--- src/rtl/micro_job_ctrl.sv ---
// Job sequencer for the pairing micro core port: streams operands in, starts the core,
// waits out busy, then streams results back through a credit-limited result FIFO.
module micro_job_ctrl #(
    parameter int PORTW     = 32,
    parameter int SERSZ     = 20,
    parameter int RFSZLOG2  = 8,
    parameter int FUNCIDW   = 8,
    parameter int CORELOG2  = 1,
    parameter int CNTW      = 12,
    parameter int RDQ_DEPTH = 8,
    parameter int BUSY_WIN  = 16
) (
    input  logic                  clk,
    input  logic                  rst_n,
    input  logic                  cmd_valid,
    output logic                  cmd_ready,
    input  logic [FUNCIDW-1:0]    cmd_funcid,
    input  logic [CORELOG2-1:0]   cmd_chip,
    input  logic [RFSZLOG2-1:0]   cmd_in_base,
    input  logic [CNTW-1:0]       cmd_nin,
    input  logic [RFSZLOG2-1:0]   cmd_out_base,
    input  logic [CNTW-1:0]       cmd_nout,
    input  logic                  op_valid,
    output logic                  op_ready,
    input  logic [PORTW-1:0]      op_data,
    output logic                  res_valid,
    input  logic                  res_ready,
    output logic [PORTW-1:0]      res_data,
    output logic                  res_last,
    output logic                  job_done,
    output logic [CORELOG2-1:0]   m_chip_sel,
    output logic [FUNCIDW-1:0]    m_funcid,
    output logic                  m_start,
    output logic                  m_wen,
    output logic [RFSZLOG2+4:0]   m_waddr,
    output logic [PORTW-1:0]      m_wdata,
    output logic                  m_ren,
    output logic [RFSZLOG2+4:0]   m_raddr,
    input  logic [PORTW-1:0]      m_rdata,
    input  logic                  m_rdata_valid,
    input  logic                  m_busy
);
    localparam int QAW = $clog2(RDQ_DEPTH);
    localparam int QCW = QAW + 1;
    localparam int WCW = $clog2(BUSY_WIN + 1);
    localparam int PCW = CNTW + 5;

    typedef enum logic [3:0] {
        S_IDLE    = 4'd0,
        S_LOAD    = 4'd1,
        S_COMMIT  = 4'd2,
        S_START   = 4'd3,
        S_WAIT_HI = 4'd4,
        S_WAIT_LO = 4'd5,
        S_READ    = 4'd6,
        S_DRAIN   = 4'd7,
        S_DONE    = 4'd8
    } state_t;

    state_t                state_q, state_d;
    logic [4:0]            beat_q, beat_d;
    logic [CNTW-1:0]       word_q, word_d;
    logic [WCW-1:0]        cnt_q, cnt_d;
    logic [CORELOG2-1:0]   chip_q, chip_d;
    logic [FUNCIDW-1:0]    funcid_q, funcid_d;
    logic [RFSZLOG2-1:0]   in_base_q, in_base_d, out_base_q, out_base_d;
    logic [CNTW-1:0]       nin_q, nin_d, nout_q, nout_d;
    logic [QAW-1:0]        wr_ptr_q, wr_ptr_d, rd_ptr_q, rd_ptr_d;
    logic [QCW-1:0]        fifo_cnt_q, fifo_cnt_d, outst_q, outst_d;
    logic [PCW-1:0]        pop_cnt_q, pop_cnt_d;
    logic [PORTW-1:0]      mem_q [RDQ_DEPTH];

    logic                  cmd_fire_s, op_ready_s, wen_s, ren_s, start_s, done_s;
    logic                  push_s, pop_s, last_beat_s;
    logic [RFSZLOG2-1:0]   wword_s, rword_s;
    logic [PCW-1:0]        total_s;

    assign cmd_fire_s  = cmd_valid && (state_q == S_IDLE);
    assign last_beat_s = (beat_q == 5'(SERSZ - 1));
    assign wword_s     = in_base_q + word_q[RFSZLOG2-1:0];
    assign rword_s     = out_base_q + word_q[RFSZLOG2-1:0];
    // Credit: in-flight reads plus queued beats may never exceed the FIFO depth.
    assign ren_s       = (state_q == S_READ) && !m_busy &&
                         (({1'b0, outst_q} + {1'b0, fifo_cnt_q}) < (QCW+1)'(RDQ_DEPTH));
    assign push_s      = m_rdata_valid && (outst_q != '0);
    assign pop_s       = res_valid && res_ready;
    assign total_s     = PCW'(nout_q) * PCW'(SERSZ);

    assign cmd_ready  = (state_q == S_IDLE);
    assign op_ready   = op_ready_s;
    assign m_start    = start_s;
    assign job_done   = done_s;
    assign m_wen      = wen_s;
    assign m_waddr    = wen_s ? {wword_s, beat_q} : '0;
    assign m_wdata    = wen_s ? op_data : '0;
    assign m_ren      = ren_s;
    assign m_raddr    = ren_s ? {rword_s, beat_q} : '0;
    assign m_chip_sel = chip_q;
    assign m_funcid   = funcid_q;
    assign res_valid  = (fifo_cnt_q != '0);
    assign res_data   = res_valid ? mem_q[rd_ptr_q] : '0;
    assign res_last   = res_valid && (pop_cnt_q == total_s - PCW'(1));

    // Job sequencing: next state, beat/word walk and descriptor latch.
    always_comb begin
        state_d    = state_q;
        beat_d     = beat_q;
        word_d     = word_q;
        cnt_d      = cnt_q;
        chip_d     = chip_q;
        funcid_d   = funcid_q;
        in_base_d  = in_base_q;
        nin_d      = nin_q;
        out_base_d = out_base_q;
        nout_d     = nout_q;
        op_ready_s = 1'b0;
        wen_s      = 1'b0;
        start_s    = 1'b0;
        done_s     = 1'b0;
        case (state_q)
            S_IDLE: begin
                if (cmd_fire_s) begin
                    chip_d     = cmd_chip;
                    funcid_d   = cmd_funcid;
                    in_base_d  = cmd_in_base;
                    nin_d      = cmd_nin;
                    out_base_d = cmd_out_base;
                    nout_d     = cmd_nout;
                    beat_d     = 5'd0;
                    word_d     = '0;
                    cnt_d      = '0;
                    state_d    = (cmd_nin == '0) ? S_START : S_LOAD;
                end else begin
                    state_d = S_IDLE;
                end
            end
            S_LOAD: begin
                op_ready_s = !m_busy;
                if (op_valid && !m_busy) begin
                    wen_s = 1'b1;
                    if (last_beat_s) begin
                        beat_d = 5'd0;
                        word_d = word_q + CNTW'(1);
                        if (word_q == nin_q - CNTW'(1)) begin
                            cnt_d   = '0;
                            state_d = S_COMMIT;
                        end else begin
                            state_d = S_LOAD;
                        end
                    end else begin
                        beat_d = beat_q + 5'd1;
                    end
                end else begin
                    state_d = S_LOAD;
                end
            end
            S_COMMIT: begin
                if (cnt_q == WCW'(1)) begin
                    state_d = S_START;
                end else begin
                    cnt_d = cnt_q + WCW'(1);
                end
            end
            S_START: begin
                start_s = 1'b1;
                cnt_d   = WCW'(1);
                state_d = S_WAIT_HI;
            end
            S_WAIT_HI: begin
                // The start cycle counts toward the busy window.
                if (m_busy) begin
                    state_d = S_WAIT_LO;
                end else if (cnt_q >= WCW'(BUSY_WIN - 1)) begin
                    beat_d  = 5'd0;
                    word_d  = '0;
                    state_d = (nout_q == '0) ? S_DONE : S_READ;
                end else begin
                    cnt_d = cnt_q + WCW'(1);
                end
            end
            S_WAIT_LO: begin
                if (!m_busy) begin
                    beat_d  = 5'd0;
                    word_d  = '0;
                    state_d = (nout_q == '0) ? S_DONE : S_READ;
                end else begin
                    state_d = S_WAIT_LO;
                end
            end
            S_READ: begin
                if (ren_s) begin
                    if (last_beat_s) begin
                        beat_d  = 5'd0;
                        word_d  = word_q + CNTW'(1);
                        state_d = (word_q == nout_q - CNTW'(1)) ? S_DRAIN : S_READ;
                    end else begin
                        beat_d = beat_q + 5'd1;
                    end
                end else begin
                    state_d = S_READ;
                end
            end
            S_DRAIN: begin
                // Look at the next occupancy so done follows the final pop by one cycle.
                if ((outst_q == '0) && (fifo_cnt_d == '0)) begin
                    state_d = S_DONE;
                end else begin
                    state_d = S_DRAIN;
                end
            end
            S_DONE: begin
                done_s  = 1'b1;
                state_d = S_IDLE;
            end
            default: begin
                state_d = S_IDLE;
            end
        endcase
    end

    // Result FIFO pointers, occupancy, in-flight reads and per-job pop count.
    always_comb begin
        wr_ptr_d   = push_s ? wr_ptr_q + QAW'(1) : wr_ptr_q;
        rd_ptr_d   = pop_s ? rd_ptr_q + QAW'(1) : rd_ptr_q;
        fifo_cnt_d = fifo_cnt_q + QCW'(push_s) - QCW'(pop_s);
        outst_d    = outst_q + QCW'(ren_s) - QCW'(push_s);
        pop_cnt_d  = cmd_fire_s ? '0 : pop_cnt_q + PCW'(pop_s);
    end

    // Control state registers.
    always_ff @(posedge clk or negedge rst_n) begin
        if (!rst_n) begin
            state_q    <= S_IDLE;
            beat_q     <= 5'd0;
            word_q     <= '0;
            cnt_q      <= '0;
            chip_q     <= '0;
            funcid_q   <= '0;
            in_base_q  <= '0;
            nin_q      <= '0;
            out_base_q <= '0;
            nout_q     <= '0;
            wr_ptr_q   <= '0;
            rd_ptr_q   <= '0;
            fifo_cnt_q <= '0;
            outst_q    <= '0;
            pop_cnt_q  <= '0;
        end else begin
            state_q    <= state_d;
            beat_q     <= beat_d;
            word_q     <= word_d;
            cnt_q      <= cnt_d;
            chip_q     <= chip_d;
            funcid_q   <= funcid_d;
            in_base_q  <= in_base_d;
            nin_q      <= nin_d;
            out_base_q <= out_base_d;
            nout_q     <= nout_d;
            wr_ptr_q   <= wr_ptr_d;
            rd_ptr_q   <= rd_ptr_d;
            fifo_cnt_q <= fifo_cnt_d;
            outst_q    <= outst_d;
            pop_cnt_q  <= pop_cnt_d;
        end
    end

    // FIFO storage; contents are don't-care while the occupancy is zero.
    always_ff @(posedge clk) begin
        if (push_s) begin
            mem_q[wr_ptr_q] <= m_rdata;
        end
    end

endmodule

--- config.mk ---
export PLATFORM = sky130hd
export DESIGN_NAME = micro_job_ctrl
export DESIGN_NICKNAME = d
export VERILOG_FILES = /design/src/rtl/micro_job_ctrl.sv
export SDC_FILE = /design/constraint.sdc
export NUM_CORES = 1
export LEC_CHECK = 0
export CORE_UTILIZATION = 35
export CTS_CLUSTER_SIZE = 24
export DETAILED_ROUTE_END_ITERATION = 16
export GPL_TIMING_DRIVEN = 0
export SETUP_SLACK_MARGIN = 0.1
export SLEW_MARGIN = 20
export SYNTH_ARGS = -nofsm -noshare
export SYNTH_HDL_FRONTEND = slang
export SYNTH_SLANG_ARGS = --single-unit
--- constraint.sdc ---
create_clock -name clk -period 6.1 [get_ports clk]
set_clock_uncertainty 0.1 [all_clocks]
set_input_delay 1.525 -clock clk [delete_from_list [all_inputs] [get_ports clk]]
set_output_delay 1.525 -clock clk [all_outputs]
set_load 0.01 [all_outputs]
==> metrics.csv, run 1 <==
stage;metric;value;unit
status;status;completed;
clocking;cts_sinks;362;
placement;dp.cells;2319;
placement;buffer_ports.inserted;225;
floorplan;ios;227;
setup_path;worst_path_largest_cell_delay;540;ps
finish;final_area;22700;um^2
timing;relSlewSlack;0.335;
floorplan;die_w;228;um
setup_path;ff2ff_path_depth;18;
grt;grt_overflow_total;0;
setup_path;critPathKind;reg -> out;
setup_path;cp_max_fo;10;
grt;grt_first_pass_wirelength;71.5;mm
clocking;clkTransAtPathRegs;60;ps
power;powerDensity;469;nW/um^2
setup_path;cp-startpoint;nout_q[3]$_DFFE_PN0P_;
finish;num-fill-cells;4552;
route;vias;12100;
timing;fin_tns_setup;0;ps
placement;dpl.hpwl;32.2;mm
logic_synthesis;synth_cells;1392;
route;first_pass_iters;5;
finish;diodes;0;
clocking;cts_hold_buf;0;
power;leakage;8.72;nW
route;drc;0;
finish;layout_common_cells;256 x edfxtp_1, 223 x clkdlybuf4s50_1, 181 x nand2_1, 104 x dfrtp_1, 102 x nor2_1;
setup_path;cp_common_cell;ha_1;
grt;grt_max_degree;61;
clocking;htree_levels;2;
clocking;clk-insertion-delay-late;580;ps
grt;grt_pass1_vias;12400;
logic_synthesis;synth_edf_count;256;
timing;period_minus_slack;5710;ps
logic_synthesis;synth_cell_type_count;87;
placement;gp_congestion;0.862;
power;p_total;10.6;mW
setup_path;start_kind;register;
finish;final_cells;2392;
setup_path;worst_r2r_startpoint;fifo_cnt_q[2]$_DFF_PN0_;
clocking;cts_root_buf;clkbuf_16;
route;post_drt_wl_per_cell;18.8;um
grt;antenna_found_initial;5;
timing;worst_pin_slew;997;ps
placement;place_area;21400;um^2
logic_synthesis;syn-cell-area;17900;um^2
timing;fmax;175;MHz
hold_path;min_path_type;reg -> reg;
floorplan;die_area;52000;um^2
finish;fin_nets;1876;
logic_synthesis;ys_async_sr_fraction;0.293;
finish;area_growth_syn_to_layout;26.8;%
floorplan;core;50300;um^2
setup_path;r2r-end;state_q[0]$_DFFE_PN0P_;
timing;setup_viol;0;
power;peakVddDrop;0.335;mV
logic_synthesis;ys_seq_area_frac;0.578;
route;routed_wl;45.0;mm
timing;finalCritPeriodShare;0.937;
timing;hold_violations;0;
logic_synthesis;ys_warn_count;0;
clocking;cts_tree;yes;
finish;final_common_cell;edfxtp_1;
setup_path;required;4470;ps
setup_path;endpoint_kind;primary output;
logic_synthesis;synth_fp_nets;1576;
setup_path;r2r_slack;1830;ps
logic_synthesis;synth.avg_cell_area;12.8;um^2
logic_synthesis;synth-main-ff-cell;edfxtp_1;
floorplan;start_util;0.356;
grt;grt_use_total;0.175;
setup_path;critical-path-top-delay-family;adder cells;
floorplan;rows;82;
finish;final_layout_size_suffix_gt1_frac;0.122;
setup_path;cp_slowest_cell;fa_1;
hold_path;worst_hold_path.endpoint;m_funcid[1]$_DFFE_PN0P_;
timing;rsz0062_at_grt;no;
route;drtIter0Drc;788;
setup_path;path_buf_inv;3;
hold_path;hold_depth;2;
clocking;cts-buffers-inserted;41;
setup_path;worst_ep_arrival_time;4090;ps
floorplan;dieHeight;228;um
hold_path;min_from;m_funcid[1]$_DFFE_PN0P_;
logic_synthesis;ys_ff_latch;362;
flow_run;drv_cap;0;
route;via_per_inst;5.05;
clocking;clock_path_buffers;3;
setup_path;crit_chain;ha_1, ha_1, inv_1, fa_1, nor2b_1, nand4b_1, clkbuf_1, a221oi_1, xnor2_1, nor3_1, o32ai_1, a2111oi_4, buf_2;
route;ant_nets;0;
timing;slew_viol_final;0;
[power by group]
part	internal [mW]	switching [mW]
combinational	2.20	2.57
sequential	3.15	0.339
clock	1.38	1.01
[area by class of cell]
type	count	area, um^2	area share
plain buffers	68	278	0.0123
clock buffers	49	1070	0.0470
clock inverters	22	220	0.00971
inverters	50	189	0.00833
multi-input cells	912	7140	0.315
flip-flops and latches	362	10300	0.456
well taps	672	841	0.0371
repair buffers	257	2590	0.114
[worst max path at each step]
stage / to / slack [ps] / cells after the start
5_1_grt: res_last / 120 / 15
3_5_place_dp: res_last / 320 / 13
3_3_place_gp: mem_q[0][16]$_DFFE_PP_ / -3270 / 3
2_1_floorplan: mem_q[0][0]$_DFFE_PP_ / 740 / 2
4_1_cts: res_last / 200 / 14
6_report: res_last / 390 / 13
[registers in the layout (all words and copies together), names as in the netlist]
register and count:
in_base_q 8, mem_q 256, m_chip_sel 1, outst_q 4, m_funcid 8, pop_cnt_q 17
cnt_q 5, nin_q 12, fifo_cnt_q 4, wr_ptr_q 3, state_q 4, nout_q 12
out_base_q 8, rd_ptr_q 3, beat_q 5, word_q 12
[through the flow]
step | util | worst slack [ps] | hold WS (ps)
detailed placement | 0.425 | 317 | 365
global route | 0.451 | 120 | 390
CTS | 0.451 | 201 | 380
finish | 0.451 | 386 | 377
global placement | 0.417 | -3270 | 358
floorplan | - | 735 | 350
[worst reg2reg max path, delay by kind of cell, from the launching register on]
kind / cells / cell delay (ps)
buf+inv: 6 / 1040
fa+ha+maj: 4 / 1040
compound gates: 3 / 880
simple gates: 4 / 580
flops: 1 / 380
xor+xnor: 1 / 170
[synth_stat cells (3+ instances only)]
master	number	area (um^2)
nor3b_1	4	30.0
buf_1	12	45.0
nand3_1	28	140
or2_2	4	25.0
mux2i_1	34	340
nor3_1	26	130
o21bai_1	9	67.6
a211oi_1	6	45.0
nand2b_1	10	62.6
inv_1	49	184
o211ai_1	3	22.5
clkbuf_1	45	169
fa_1	5	100
and3_1	50	313
a21oi_1	40	200
mux4_2	64	1440
mux2_2	5	56.3
nor2b_1	4	25.0
a31oi_1	6	37.5
nand3b_1	6	45.0
o211a_1	3	30.0
nor4_4	3	63.8
o32ai_1	4	35.0
or4_1	4	30.0
nand4_1	10	62.6
nor2_1	105	394
and2_1	12	75.1
a221oi_1	3	26.3
xor2_1	39	342
nor4_1	16	100
a21o_1	7	52.6
nand2_1	181	679
nor4b_1	3	26.3
buf_2	9	45.0
dfrtp_1	106	2650
ha_1	59	738
xnor2_1	64	561
or3_1	10	62.6
edfxtp_1	256	7690
o21ai_0	26	130
[logic make-up (layout without fill, tap and decap cells)]
logic type,count (synthesis),in the layout,synth area share
xor gates and xnor gates,103,103,0.0505
DFF,362,362,0.578
buffers and inverters,118,446,0.0261
adders and majority gates,64,64,0.0469
muxes,103,103,0.103
AOI/OAI and AO/OA,146,146,0.0584
and+or+nand+nor,496,496,0.137
[per-layer routing]
layer,up-vias,global-route usage,part of all wire
met1,5981,0.232,0.44
met4,10,0.0455,0.020
met2,268,0.291,0.48
met3,73,0.0365,0.052
li1,5736,-,-
met5,-,0,0.0015
[timing repair]
action / CTS / global route
setup buffers: 2 / 0
endpoints found under the hold margin: 0 / 0
setup endpoints to repair: 1 / 1
pin swaps: 1 / 1
gates resized for setup: 2 / 10
Power figures use the tool's default switching activity.
==> run 2: changes to the inputs <==
--- a/config.mk
+++ b/config.mk
@@ -5,6 +5,7 @@
 export SDC_FILE = /design/constraint.sdc
 export NUM_CORES = 1
 export LEC_CHECK = 0
+export CORE_ASPECT_RATIO = 1.25
 export CORE_UTILIZATION = 35
 export CTS_CLUSTER_SIZE = 24
 export DETAILED_ROUTE_END_ITERATION = 16
==> metrics.csv, run 2 (synthesis gave the netlist of run 1 again) <==
stage;metric;value;unit
finish;regMostFlops;mem_q;
setup_path;start_kind;register;
clocking;clk-insertion-delay-late;550;ps
route;first_pass_iters;7;
floorplan;die_w;204;um
floorplan;ios;227;
grt;grt_first_pass_wirelength;71.8;mm
clocking;clock_path_buffers;3;
route;top_layer_used;met5;
route;routed_wl;46.3;mm
clocking;htree_levels;2;
power;peakVddDrop;0.330;mV
route;drc;0;
floorplan;dieHeight;255;um
power;clkPwrFrac;0.219;
setup_path;endpoint_kind;primary output;
clocking;clkTransAtPathRegs;70;ps
grt;grt_use_total;0.180;
setup_path;cp_max_fo;7;
grt;antenna_found_initial;2;
finish;num-fill-cells;4610;
route;ant_nets;0;
route;drtIter0Drc;644;
power;sequentialPowerShare;0.330;
clocking;cts-buffers-inserted;40;
power;powerDensity;467;nW/um^2
timing;period_minus_slack;5740;ps
timing;worst_pin_slew;968;ps
setup_path;required;4470;ps
finish;reg_top3;mem_q (256), pop_cnt_q (17);
placement;buffer_ports.inserted;225;
flow_run;drv_cap;0;
power;switching_share;0.369;
placement;dpl.hpwl;33.3;mm
finish;largest_reg_flops;256;
route;via_per_inst;5.08;
timing;relSlewSlack;0.355;
route;post_drt_wl_per_cell;19.4;um
power;combinationalPowerShare;0.450;
timing;finalCritPeriodShare;0.941;
finish;area_growth_syn_to_layout;26.6;%
route;wl_met1;19.1;mm
clocking;cts_root_buf;clkbuf_16;
finish;layout_common_cells;256 x edfxtp_1, 223 x clkdlybuf4s50_1, 181 x nand2_1, 104 x dfrtp_1, 102 x nor2_1;
timing;setup_viol;0;
finish;fin_nets;1874;
grt;grt_overflow_total;0;
timing;slew_viol_final;0;
finish;final_util;0.449;
setup_path;critPathKind;reg -> out;
floorplan;rows;92;
grt;grt_pass1_vias;12500;
power;p_int;6.68;mW
timing;rsz0062_at_grt;no;
grt;grt_max_degree;62;
hold_path;min_path_type;reg -> reg;
route;met3_length;1.99;mm
floorplan;core;50400;um^2
finish;final_layout_size_suffix_gt1_frac;0.129;
timing;fmax;174;MHz
finish;final_common_cell;edfxtp_1;
clocking;cts_sinks;362;
setup_path;worst_ep_arrival_time;4110;ps
finish;final_area;22600;um^2
timing;hold_violations;0;
floorplan;start_util;0.355;
power;leakage;8.73;nW
placement;place_area;21300;um^2
power;p_sw;3.90;mW
status;status;completed;
finish;diodes;0;
route;vias;12100;
clocking;cts_tree;yes;
route;dr_wl_met2;23.9;mm
floorplan;die_area;52000;um^2
placement;gp_congestion;0.872;
==> run 2: cell types whose count changed in the layout (fill, tap and decap cells not counted), sizes merged <==
cell,delta
buf,-3
inv,-1
clkinvlp,+1
clkinv,+5
bufinv,-1
==> run 2: through the flow <==
step | instances | power (mW) | TNS [ps] | setup slack [ps] | hold WS, ps
finish | 2379 | 10.6 | 0 | 361 | 380
CTS | 2379 | 10.7 | 0 | 170 | 384
floorplan | 1392 | 6.62 | 0 | 735 | 350
global route | 2379 | 11.3 | 0 | 117 | 406
global placement | 2275 | 8.14 | -383010 | -3050 | 361
detailed placement | 2304 | 8.30 | 0 | 333 | 366
==> run 2: final cells by class <==
| class | count | area [um^2] | share of cell area |
|---|---|---|---|
| plain buffers | 68 | 280 | 0.0124 |
| inverters | 50 | 189 | 0.00835 |
| repair buffers | 256 | 2590 | 0.115 |
| well taps | 658 | 823 | 0.0364 |
| clock buffers | 47 | 1050 | 0.0463 |
| multi-input cells | 912 | 7140 | 0.316 |
| clock inverters | 26 | 211 | 0.00935 |
| flip-flops and latches | 362 | 10300 | 0.457 |
==> run 2: what timing repair did <==
item / in CTS / in global routing
gates cloned: 0 / 0
resized for setup: 2 / 10
setup buffers: 2 / 0
pin swaps: 1 / 0
hold endpoints to repair: 0 / 0
hold buffers: 0 / 0
setup endpoints to repair: 1 / 1
==> run 2: power by group through the flow <==
stage               clock network, mW  logic [mW]  registers, mW
floorplan                           0        3.17           3.45
global placement                    0        4.59           3.55
detailed placement                  0        4.76           3.54
CTS                              2.39        4.81           3.49
global route                     2.48        5.29           3.55
finish                           2.32        4.76           3.49
==> run 2: final timing paths <==
| check | start | to | slack [ps] | depth (start not counted) |
|---|---|---|---|---|
| hold / removal | m_funcid[7]$_DFFE_PN0P_ | m_funcid[7]$_DFFE_PN0P_ | 380 | 2 |
| setup / recovery | nout_q[3]$_DFFE_PN0P_ | res_last | 360 | 14 |
| min in group asynchronous | rst_n | in_base_q[3]$_DFFE_PN0P_ | 830 | 1 |
| setup reg to reg | fifo_cnt_q[2]$_DFF_PN0_ | state_q[0]$_DFFE_PN0P_ | 1910 | 18 |
| hold reg to reg | m_funcid[7]$_DFFE_PN0P_ | m_funcid[7]$_DFFE_PN0P_ | 380 | 2 |
| max in group asynchronous | rst_n | pop_cnt_q[3]$_DFF_PN0_ | 4400 | 2 |
==> run 2: routing by layer <==
| layer | vias up | GRT usage |
|---|---|---|
| met4 | 4 | 0.0546 |
| met2 | 281 | 0.326 |
| met5 | - | 0 |
| met3 | 85 | 0.0313 |
| met1 | 5973 | 0.217 |
| li1 | 5736 | - |
==> run 2: worst max-delay path, stage by stage, from the launching register on <==
cell and delay, ps:
dfrtp_2 470, ha_1 290, ha_1 190, inv_1 60
fa_1 460, nor2b_4 190, o2111a_1 270, o21ai_2 110
a222oi_1 330, buf_4 170, nand4_1 100, xnor2_1 150
o211a_1 210, a2111oi_2 360, clkbuf_2 200
